==> config.mk <==
export PLATFORM = sky130hd
export DESIGN_NAME = fetch_unit
export DESIGN_NICKNAME = d
export VERILOG_FILES = /design/src/rtl/mips_pipe_pkg.sv /design/src/rtl/fetch_hold_buffer.sv /design/src/rtl/fetch_unit.sv
export SDC_FILE = /design/constraint.sdc
export NUM_CORES = 1
export LEC_CHECK = 0
export ABC_AREA = 1
export CORE_MARGIN = 5
export CORE_UTILIZATION = 40
export CTS_CLUSTER_SIZE = 12
export DETAILED_ROUTE_END_ITERATION = 8
export DONT_BUFFER_PORTS = 1
export PLACE_DENSITY = 0.55
export SLEW_MARGIN = 20
export SYNTH_ARGS = -nofsm -noshare
export SYNTH_HDL_FRONTEND = slang
export SYNTH_SLANG_ARGS = --single-unit
==> constraint.sdc <==
create_clock -name clk -period 3.7 [get_ports clk]
set_clock_uncertainty 0.05 [all_clocks]
set_input_delay 0.37 -clock clk [delete_from_list [all_inputs] [get_ports clk]]
set_output_delay 0.37 -clock clk [all_outputs]
set_load 0.005 [all_outputs]
==> src/rtl/mips_pipe_pkg.sv <==
// Shared pipeline definitions: default widths, the NOP word, instruction
// field positions and the fetch FSM state encoding.
package mips_pipe_pkg;

   localparam int INST_W = 19;
   localparam int PC_W   = 12;

   localparam logic [INST_W-1:0] NOP = '0;

   // Instruction field positions
   localparam int OPC_MSB = 18;
   localparam int OPC_LSB = 14;
   localparam int RD_MSB  = 13;
   localparam int RD_LSB  = 11;
   localparam int RS_MSB  = 10;
   localparam int RS_LSB  = 8;
   localparam int RT_MSB  = 7;
   localparam int RT_LSB  = 5;

   typedef enum logic [1:0] {
      FETCH = 2'd0,
      HOLD  = 2'd1,
      REDIR = 2'd2
   } fetch_state_e;

   // What the IF/ID register does on the next edge
   typedef enum logic [2:0] {
      IFID_KEEP   = 3'd0,
      IFID_MEM    = 3'd1,
      IFID_BUF    = 3'd2,
      IFID_BUBBLE = 3'd3,
      IFID_NOP    = 3'd4
   } ifid_op_e;

   function automatic logic [OPC_MSB-OPC_LSB:0] opcode_of(input logic [INST_W-1:0] inst);
      return inst[OPC_MSB:OPC_LSB];
   endfunction

   function automatic logic [RD_MSB-RD_LSB:0] rd_of(input logic [INST_W-1:0] inst);
      return inst[RD_MSB:RD_LSB];
   endfunction

   function automatic logic [RS_MSB-RS_LSB:0] rs_of(input logic [INST_W-1:0] inst);
      return inst[RS_MSB:RS_LSB];
   endfunction

   function automatic logic [RT_MSB-RT_LSB:0] rt_of(input logic [INST_W-1:0] inst);
      return inst[RT_MSB:RT_LSB];
   endfunction

endpackage

==> src/rtl/fetch_hold_buffer.sv <==
// One-entry {instruction, pc, valid} buffer that parks a word returned by
// instruction memory while decode is stalled. Clear wins over load.
module fetch_hold_buffer #(
   parameter int INST_W = mips_pipe_pkg::INST_W,
   parameter int PC_W   = mips_pipe_pkg::PC_W
) (
   input  logic              clk,
   input  logic              reset,
   input  logic              load,
   input  logic              clear,
   input  logic [INST_W-1:0] load_instruction,
   input  logic [PC_W-1:0]   load_pc,
   output logic [INST_W-1:0] rd_instruction,
   output logic [PC_W-1:0]   rd_pc,
   output logic              rd_valid
);

   // Entry storage; a cleared entry keeps its stale data but is marked invalid
   always_ff @(posedge clk) begin
      if (reset) begin
         rd_instruction <= '0;
         rd_pc          <= '0;
         rd_valid       <= 1'b0;
      end else if (clear) begin
         rd_valid <= 1'b0;
      end else if (load) begin
         rd_instruction <= load_instruction;
         rd_pc          <= load_pc;
         rd_valid       <= 1'b1;
      end
   end

endmodule

==> src/rtl/fetch_unit.sv <==
// Instruction fetch stage: drives the PC, talks to instruction memory and
// fills the IF/ID pipeline register, honouring stall, flush and redirect.
//
// state | meaning
// ------+-------------------------------------------------------------
// FETCH | imem_req high; accept word at pc when imem_ready
// HOLD  | word captured during a stall waits in the hold buffer
// REDIR | one idle cycle after a redirect while the new address settles
module fetch_unit #(
   parameter int                 PC_W     = mips_pipe_pkg::PC_W,
   parameter int                 INST_W   = mips_pipe_pkg::INST_W,
   parameter logic [PC_W-1:0]    RESET_PC = '0
) (
   input  logic              clk,
   input  logic              reset,
   input  logic              pc_writebar,
   input  logic              IF_ID_loadbar,
   input  logic              IF_ID_flush,
   input  logic              redirect_valid,
   input  logic [PC_W-1:0]   redirect_pc,
   output logic              imem_req,
   output logic [PC_W-1:0]   imem_addr,
   input  logic              imem_ready,
   input  logic [INST_W-1:0] imem_rdata,
   output logic [PC_W-1:0]   pc,
   output logic [INST_W-1:0] IF_ID_instruction,
   output logic [PC_W-1:0]   IF_ID_pc,
   output logic              IF_ID_valid
);

   import mips_pipe_pkg::*;

   localparam logic [PC_W-1:0] PC_ONE = {{(PC_W-1){1'b0}}, 1'b1};

   fetch_state_e        state, state_nxt;
   ifid_op_e            ifid_op;
   logic [PC_W-1:0]     pc_nxt;
   logic                stall;
   logic                hold_load;
   logic                hold_clear;
   logic [INST_W-1:0]   hold_instruction;
   logic [PC_W-1:0]     hold_pc;
   logic                hold_valid;

   assign stall     = pc_writebar | IF_ID_loadbar;
   assign imem_addr = pc;

   fetch_hold_buffer #(
      .INST_W (INST_W),
      .PC_W   (PC_W)
   ) u_hold (
      .clk              (clk),
      .reset            (reset),
      .load             (hold_load),
      .clear            (hold_clear),
      .load_instruction (imem_rdata),
      .load_pc          (pc),
      .rd_instruction   (hold_instruction),
      .rd_pc            (hold_pc),
      .rd_valid         (hold_valid)
   );

   // FSM state register
   always_ff @(posedge clk) begin
      if (reset) begin
         state <= FETCH;
      end else begin
         state <= state_nxt;
      end
   end

   // Next state, next pc, memory request and IF/ID / hold-buffer controls
   always_comb begin
      state_nxt  = state;
      pc_nxt     = pc;
      imem_req   = 1'b0;
      ifid_op    = IFID_KEEP;
      hold_load  = 1'b0;
      hold_clear = 1'b0;

      case (state)
         FETCH: begin
            imem_req = 1'b1;
            if (imem_ready) begin
               if (stall) begin
                  hold_load = 1'b1;
                  state_nxt = HOLD;
               end else begin
                  ifid_op = IFID_MEM;
                  pc_nxt  = pc + PC_ONE;
               end
            end else if (!stall) begin
               ifid_op = IFID_BUBBLE;
            end
         end
         HOLD: begin
            if (!stall) begin
               ifid_op    = IFID_BUF;
               pc_nxt     = pc + PC_ONE;
               hold_clear = 1'b1;
               state_nxt  = FETCH;
            end
         end
         REDIR: begin
            state_nxt = FETCH;
            if (!stall) begin
               ifid_op = IFID_BUBBLE;
            end
         end
         default: begin
            state_nxt = FETCH;
         end
      endcase

      // Flush kills whatever IF/ID would otherwise have done this cycle
      if (IF_ID_flush) begin
         ifid_op = IFID_NOP;
      end

      // Redirect outranks everything: returning data and any parked word
      // belong to the wrong path, so nothing from memory reaches IF/ID
      if (redirect_valid) begin
         pc_nxt     = redirect_pc;
         hold_load  = 1'b0;
         hold_clear = 1'b1;
         state_nxt  = REDIR;
         if (IF_ID_flush) begin
            ifid_op = IFID_NOP;
         end else if (stall) begin
            ifid_op = IFID_KEEP;
         end else begin
            ifid_op = IFID_BUBBLE;
         end
      end
   end

   // Program counter
   always_ff @(posedge clk) begin
      if (reset) begin
         pc <= RESET_PC;
      end else begin
         pc <= pc_nxt;
      end
   end

   // IF/ID pipeline register
   always_ff @(posedge clk) begin
      if (reset) begin
         IF_ID_instruction <= '0;
         IF_ID_pc          <= '0;
         IF_ID_valid       <= 1'b0;
      end else begin
         case (ifid_op)
            IFID_MEM: begin
               IF_ID_instruction <= imem_rdata;
               IF_ID_pc          <= pc;
               IF_ID_valid       <= 1'b1;
            end
            IFID_BUF: begin
               IF_ID_instruction <= hold_instruction;
               IF_ID_pc          <= hold_pc;
               IF_ID_valid       <= hold_valid;
            end
            IFID_BUBBLE: begin
               IF_ID_valid <= 1'b0;
            end
            IFID_NOP: begin
               IF_ID_instruction <= '0;
               IF_ID_valid       <= 1'b0;
            end
            default: begin
            end
         endcase
      end
   end

endmodule

==> results of run 1 <==
synthesized netlist by cell type, drive strengths merged:
cell       n
nand2    127
inv       96
dfxtp     78
nor2      74
nand3     55
nand4     54
a21oi     35
o21ai     35
buf       34
clkbuf    19
o211ai     3
xor2       3
a31oi      2
ha         1
nor3       1
nor4       1
o2111ai    1
o211a      1
o21a       1
worst max path at each step:
| stage | from | to | slack (ns) |
|---|---|---|---|
| finish | state[0] | IF_ID_pc[1] | 0.99 |
| detailed placement | state[0] | IF_ID_pc[10] | 0.95 |
| global route | state[0] | IF_ID_pc[4] | 0.60 |
| global placement | state[0] | IF_ID_pc[7] | 1.03 |
| CTS | state[0] | IF_ID_pc[10] | 0.94 |
| floorplan | IF_ID_loadbar | IF_ID_valid | 2.25 |
cell families (layout without fill, tap and decap cells):
family          Yosys count  in the layout  synth area share (%)
compound gates           78             78                  10.1
xor+xnor                  3              3                 0.646
fa+ha+maj                 1              1                 0.307
buf+inv                 149            119                  16.0
flops                    78             78                  38.4
simple gates            312            312                  34.6
worst max-delay path, cell delays in order, from the launching register on:
cell and delay [ns]:
dfxtp_1 0.38, nor2_2 0.22, nand2_4 0.28, inv_2 0.39
nand2_1 0.51, inv_1 0.50, nand2_1 0.11, nand2_1 0.08
nor2_1 0.04, nor2_1 0.07
power breakdown:
part	switching, mW	internal (mW)
logic	0.117	0.0549
registers	0.0436	0.882
clock network	0.339	0.334
total	0.500	1.27
layout make-up:
cell class | count | area share, %
Sequential cell | 78 | 37.0
Tap cell | 133 | 3.95
Clock inverter | 6 | 1.69
Clock buffer | 10 | 3.26
Inverter | 96 | 8.54
Multi-Input combinational cell | 394 | 44.3
Timing Repair Buffer | 7 | 1.25
cell usage in the layout (no fill, tap or decap):
| cell type | count |
|---|---|
| a21oi_1 | 35 |
| a31oi_1 | 2 |
| buf_4 | 7 |
| bufinv_16 | 1 |
| clkbuf_8 | 10 |
| clkinv_4 | 3 |
| clkinvlp_4 | 2 |
| dfxtp_1 | 78 |
| ha_1 | 1 |
| inv_1 | 92 |
| inv_2 | 4 |
| nand2_1 | 125 |
| nand2_2 | 1 |
| nand2_4 | 1 |
| nand3_1 | 55 |
| nand4_1 | 54 |
| nor2_1 | 67 |
| nor2_2 | 6 |
| nor2_4 | 1 |
| nor3_1 | 1 |
| nor4_1 | 1 |
| o2111ai_2 | 1 |
| o211a_1 | 1 |
| o211ai_1 | 3 |
| o21a_1 | 1 |
| o21ai_0 | 35 |
| xor2_1 | 3 |
through the flow:
step	cells	setup slack [ns]	instance area [µm²]	hold slack [ns]	util [%]
after global routing	724	0.600	4220	0.00436	42.8
after detailed placement	708	0.955	4000	0.395	40.6
final	724	0.990	4220	0.0271	42.8
after global placement	708	1.03	4000	0.392	40.6
after CTS	724	0.939	4210	0.0119	42.7
after floorplan	621	2.25	4070	0.415	-
per-layer routing:
layer	global-route usage, %	vias up	wire (µm)
met5	0	-	0
met4	6.08	0	131
met3	5.29	9	789
met2	29.1	112	5310
met1	23.0	1717	4780
li1	-	1915	-
sequential cells by signal, indices dropped and copies added (netlist names):
signal	flops
u_hold.rd_pc	12
IF_ID_valid	1
IF_ID_pc	12
imem_addr	12
IF_ID_instruction	19
u_hold.rd_valid	1
state	2
u_hold.rd_instruction	19
==> run summary, run 1 <==
Combined area of all synthesized cells: 0.00407 mm². The detailed router placed 3753 vias in this run. The number of DRC markers after the initial detailed-route iteration came out at 212. CTS saw 78 sinks. Final count of pins violating max slew: 0. For the required time of the worst setup path, the log shows 3.94 ns. Pin placement for this block handled 95 I/O pins. Data on the critical path arrives at its endpoint at 2.95 ns. The worst hold path begins at reset. The congestion estimate from routability-driven global placement came to 0.810. Measured against its own limit, the worst slew margin works out to 53.3%. Measured along the x axis, the die boundary spans 111 µm. The worst register-to-register path ends at IF_ID_pc[1].

TritonCTS built the clock tree. The first detailed-routing pass ran for 4 iterations. The power density relative to cell area works out to 420 mW/mm².

The run finished with clean final reports. After clock tree synthesis, the flow added hold-fix buffers numbering 0. The internal reg-to-reg setup slack is 0.99 ns. The run gives 0 as the remaining number of nets flagged by the antenna check after routing. The count of warnings emitted by yosys is 0, and the clock slew seen by the registers of the worst setup and hold paths is 0.09 ns. In the final layout, the share of cells above drive strength 1 is 6.26%. The critical setup path kind is reg -> reg.

The startpoint identified for the worst register-to-register timing path is state[0]. After detailed routing, the number of vias per cell comes to 5.18. For this run, the top clock speed supported by timing is 369 MHz. The clock root buffer was clkbuf_8. The dominant cell type by area after synthesis was dfxtp_1. The completed layout was analyzed and its total power is 1.77 mW. The transition time at the pin with the least slew margin was 0.699 ns. For this block, the routed nets add up to 11.0 mm of wire.

The worst min-delay path class was in -> reg. Counting every net in the synthesized netlist gives 660. Number of clock buffers inserted by TritonCTS: 9. STA classifies the critical path endpoint as a flop. Summed over all nets, the half-perimeter wirelength after detailed placement is 7.40 mm.

After floorplanning, the core was divided into 36 placement rows. Setup repair after global routing left no endpoint under its margin. The post-route DRC violation count was 0; the cell depth of the worst hold path was 1. In this run the standard cell core region covers 0.00986 mm². The run gives 2 as the maximum buffer depth of the clock tree. IR analysis of the VDD net gives a maximum drop of 198 µV. Leakage power of the design: 2.02 nW. Setup violations remaining at the end of the flow were counted as 0.

The clock reaches the later pin of the worst-skew pair after 0.35 ns. The global-route total usage across every layer was 18.0%; the number of gates given a new drive strength after cts was 0. The capture endpoint of the worst hold path was imem_addr[3].

The layout net count is 625. Ranked by total cell area, the synthesized netlist is headed by dfxtp_1 (38%), nand2_1 (12%), inv_1 (8.5%). Subtracting the final worst setup slack from the clock period gives 2.71 ns. Initial standard-cell utilization of the core: 41.2%. The area share of the leading cell type in the synthesized netlist is 38.4%, and the die height is 111 µm. The number of hold violations in the final report was 0; the average size of a mapped cell was 6.55 µm². CTS built an H-tree with a depth of 3. Summing the sequential cell areas from Yosys gives 38.4% of the chip area.

Number of fill cells: 1056. The relative area change from synthesis to final layout came out at 3.66%. The logs give 0.00156 mm² for the area of all sequential standard cells and 0 for the overall overflow remaining after global route. Input and output buffers added on the ports amount to 0.

The logs give 0.00187 mm² for the multi-input logic area and 0 for the number of max-cap violations. Final cycle utilization of the critical path: 73.3%. The die covers 0.0123 mm². The wire length of the first global-routing pass is 18.3 mm, and the worst reg2reg path depth is 9. The tools report the pin count of the biggest net entering global routing as 41. The biggest fanout along the worst timing path works out to 36. STA classifies the critical path startpoint as a flop.

Counting every instance in the synthesized netlist gives 621. Average wire per standard cell: 15.2 µm. The initial antenna violation count was 0; the flop and latch count out of synthesis was 78. The repair_antennas step left the layout with diodes totalling 0. The via count of the first global-routing pass is 3534, and the setup TNS is 0 ns.

After clock tree synthesis, the setup repair step added 0 buffers. After synthesis, the netlist uses 26 different library cells.
(Power assumes the default switching activity.)
==> inputs of run 2 (changes only) <==
==> constraint.sdc (replaced) <==
create_clock -name clk -period 2.58 [get_ports clk]
set_clock_uncertainty 0.05 [all_clocks]
set_input_delay 0.258 -clock clk [delete_from_list [all_inputs] [get_ports clk]]
set_output_delay 0.258 -clock clk [all_outputs]
set_load 0.005 [all_outputs]
==> run summary, run 2 (synthesis gave the netlist of run 1 again) <==
STA classifies the critical path endpoint as a flop. The via count of the first global-routing pass is 3667 (+3.8%). The root buffer cell chosen for the clock tree is clkbuf_8. Number of fill cells: 1052 (-0.38%).

The number of DRC markers after the initial detailed-route iteration came out at 266 (+25%). The tools report the arrival time reported for the critical path endpoint as 2.21 ns (-0.74 ns). Number of detailed-routing iterations run before antenna repair: 4 (unchanged).

The initial antenna violation count came out at 0 (unchanged). The post-route cell area is 0.00429 mm² (+1.7%). Weighted congestion reported at the end of routability-driven placement: 0.822 (+1.5%).

The overall overflow remaining after global route was 0 (unchanged). STA classifies the critical path startpoint as a flop. The initial standard-cell utilization of the core was 41.2% (unchanged); the total via count in the routed design was 3827 (+2.0%).

Relative to the synthesized area, the layout overhead comes to 5.38%. The overall power after layout is 2.50 mW (+41%). The global-route total usage across every layer is 18.5% (+0.43 points), and the cell depth of the worst hold path is 2 (+1). The time the worst path needs with I/O delays and setup was 1.98 ns (-0.730 ns). The run gives 0.619 ns (-0.336 ns) as the placement-stage worst setup slack.

The CTS sink count came out at 78 (unchanged). The post-layout utilization of the core was 43.5% (+0.71 points); the average wire per standard cell was 15.4 µm (+1.0%). The flow ran to the end, and the final reports show no timing, DRC or antenna violations.

The pin count of the biggest net entering global routing is 39 (-4.9%), and the fraction of layout instances using a drive strength above 1 is 6.33% (+0.073 points). The number of max-cap violations came out at 0 (unchanged). The number of clock buffers inserted by TritonCTS was 9 (unchanged); the wire length of the first global-routing pass was 18.8 mm (+2.8%). For the maximum buffer depth of the clock tree, the log shows 2 (unchanged). The tools report the post-layout worst setup margin as 0.600 ns (-0.390 ns). The clock slew seen by the registers of the worst setup and hold paths was 0.08 ns (about the same); the leakage power of the design was 2.06 nW (+1.9%).

The die boundary width was 111 µm (unchanged); the die height was 111 µm (unchanged). Leaving out fill and tap cells, the most frequent cells in the layout are nand2_1 (125), inv_1 (92), dfxtp_1 (78). The post-route non-filler standard cell count was 733 (+1.2%).

The routed via count divided by cell count is 5.22 (+0.72%). The number of hold violations in the final report is 0 (unchanged). The routed wire length came out at 11.3 mm (+2.3%). The final-layout worst hold slack was 0.0117 ns (-0.0153 ns); the number of I/O port buffers was 0 (unchanged).

For the clock latency on the worst-skew pair, the log shows 0.35 ns (about the same). The placement-stage cell area was 0.00407 mm² (+1.6%); the floorplan die area was 0.0123 mm² (unchanged). The remaining number of nets flagged by the antenna check after routing was 0 (unchanged); the number of gates given a new drive strength after cts was 0 (unchanged). For the maximum vdd ir drop, the log shows 285 µV (+44%). The beginning of the worst register-to-register path is state[0]. The setup TNS came out at 0 ns (unchanged). The transition time at the pin with the least slew margin was 0.969 ns (+0.270 ns). Setup repair after global routing left no endpoint under its margin. The number of top-level pins came out at 95 (unchanged). The number of placement rows is 36 (unchanged), and the post-route DRC violation count is 0 (unchanged). The run gives 0 (unchanged) as the count of final setup violators.

Critical setup path kind: reg -> reg. The run gives 0.00986 mm² (unchanged) as the core box area. TritonCTS built the clock tree.

The detailed placer's ending HPWL was 7.58 mm (+2.5%); the tightest slew margin relative to the limit was 35.2% (-18 points). For the multi-input logic area, the log shows 0.00186 mm² (-0.33%). Endpoint of the lowest-slack register-to-register path: IF_ID_pc[2].

In the final layout, the registers with the most flip-flops are IF_ID_instruction x19, u_hold.rd_instruction x19. Most frequent standard cell in the layout excluding fill and tap cells: nand2_1. The worst reg2reg path depth is 9 (unchanged). The number of diodes is 0 (unchanged), and the power density relative to cell area is 582 mW/mm² (+39%). For the internal reg-to-reg setup slack, the log shows 0.60 ns (-0.39 ns).

The worst hold path belongs to the class in -> reg. The number of instances in the placed design was 713 (+0.71%); the final cycle utilization of the critical path was 76.7% (+3.5 points). The layout net count is 634 (+1.4%), and the final count of pins violating max slew is 0 (unchanged). The maximum clock rate was 505 MHz (+37%); the required time of the worst setup path was 2.81 ns (-1.13 ns).

In this run the most critical hold path is launched from imem_rdata[7]. For the area of all sequential standard cells, the log shows 0.00156 mm² (unchanged). Capture endpoint of the worst hold path: u_hold.rd_instruction[7]. Biggest fanout along the worst timing path: 20 (-44%). The run gives 3 (unchanged) as the count of H-tree levels built during CTS.
==> run 2: critical path: stages, from the launching register on <==
cell and delay [ns]:
dfxtp_1 0.37, nor2_2 0.23, nand2_4 0.18, inv_2 0.33, nand2_1 0.12, inv_1 0.34, nand2_1 0.10, nand2_1 0.09
nor2_1 0.04, nor2_1 0.07
==> run 2: per-layer routing <==
| metal | up-vias | GRT usage, % | wire [µm] |
|---|---|---|---|
| li1 | 1938 | - | - |
| met1 | 1760 | 22.5 | 4830 |
| met2 | 115 | 31.6 | 5450 |
| met3 | 14 | 5.73 | 820 |
| met4 | 0 | 4.76 | 155 |
| met5 | - | 0 | 0 |
==> run 2: how the worst max path moves through the flow <==
stage                    to  depth (start not counted)  slack (ns)         start
2_1_floorplan  imem_addr[7]                          8        1.14  imem_addr[4]
3_3_place_gp   IF_ID_pc[11]                          9        0.66      state[0]
3_5_place_dp    IF_ID_pc[2]                          9        0.62      state[0]
4_1_cts         IF_ID_pc[0]                          9        0.60      state[0]
5_1_grt        IF_ID_pc[10]                          9        0.38      state[0]
6_report        IF_ID_pc[2]                          9        0.60      state[0]
==> run 2: layout make-up <==
type,count,share of cell area [%]
multi-input combinational,394,43.4
sequential,78,36.4
clock buffer,12,3.15
timing repair buffer,16,3.62
clock inverter,4,1.11
inverter,96,8.40
tap,133,3.88
==> run 2: what timing repair did <==
| item | CTS | global route |
|---|---|---|
| hold buffers | 4 | 0 |
| endpoints found under the hold margin | 25 | 0 |
| setup buffers | 0 | 0 |
| endpoints found under the setup margin | 0 | 0 |
==> run 2: power breakdown <==
group / switching [mW] / internal [mW] / total (mW)
Sequential: 0.0611 / 1.26 / 1.33
Combinational: 0.178 / 0.0899 / 0.268
Clock: 0.456 / 0.446 / 0.902
Total: 0.695 / 1.80 / 2.50
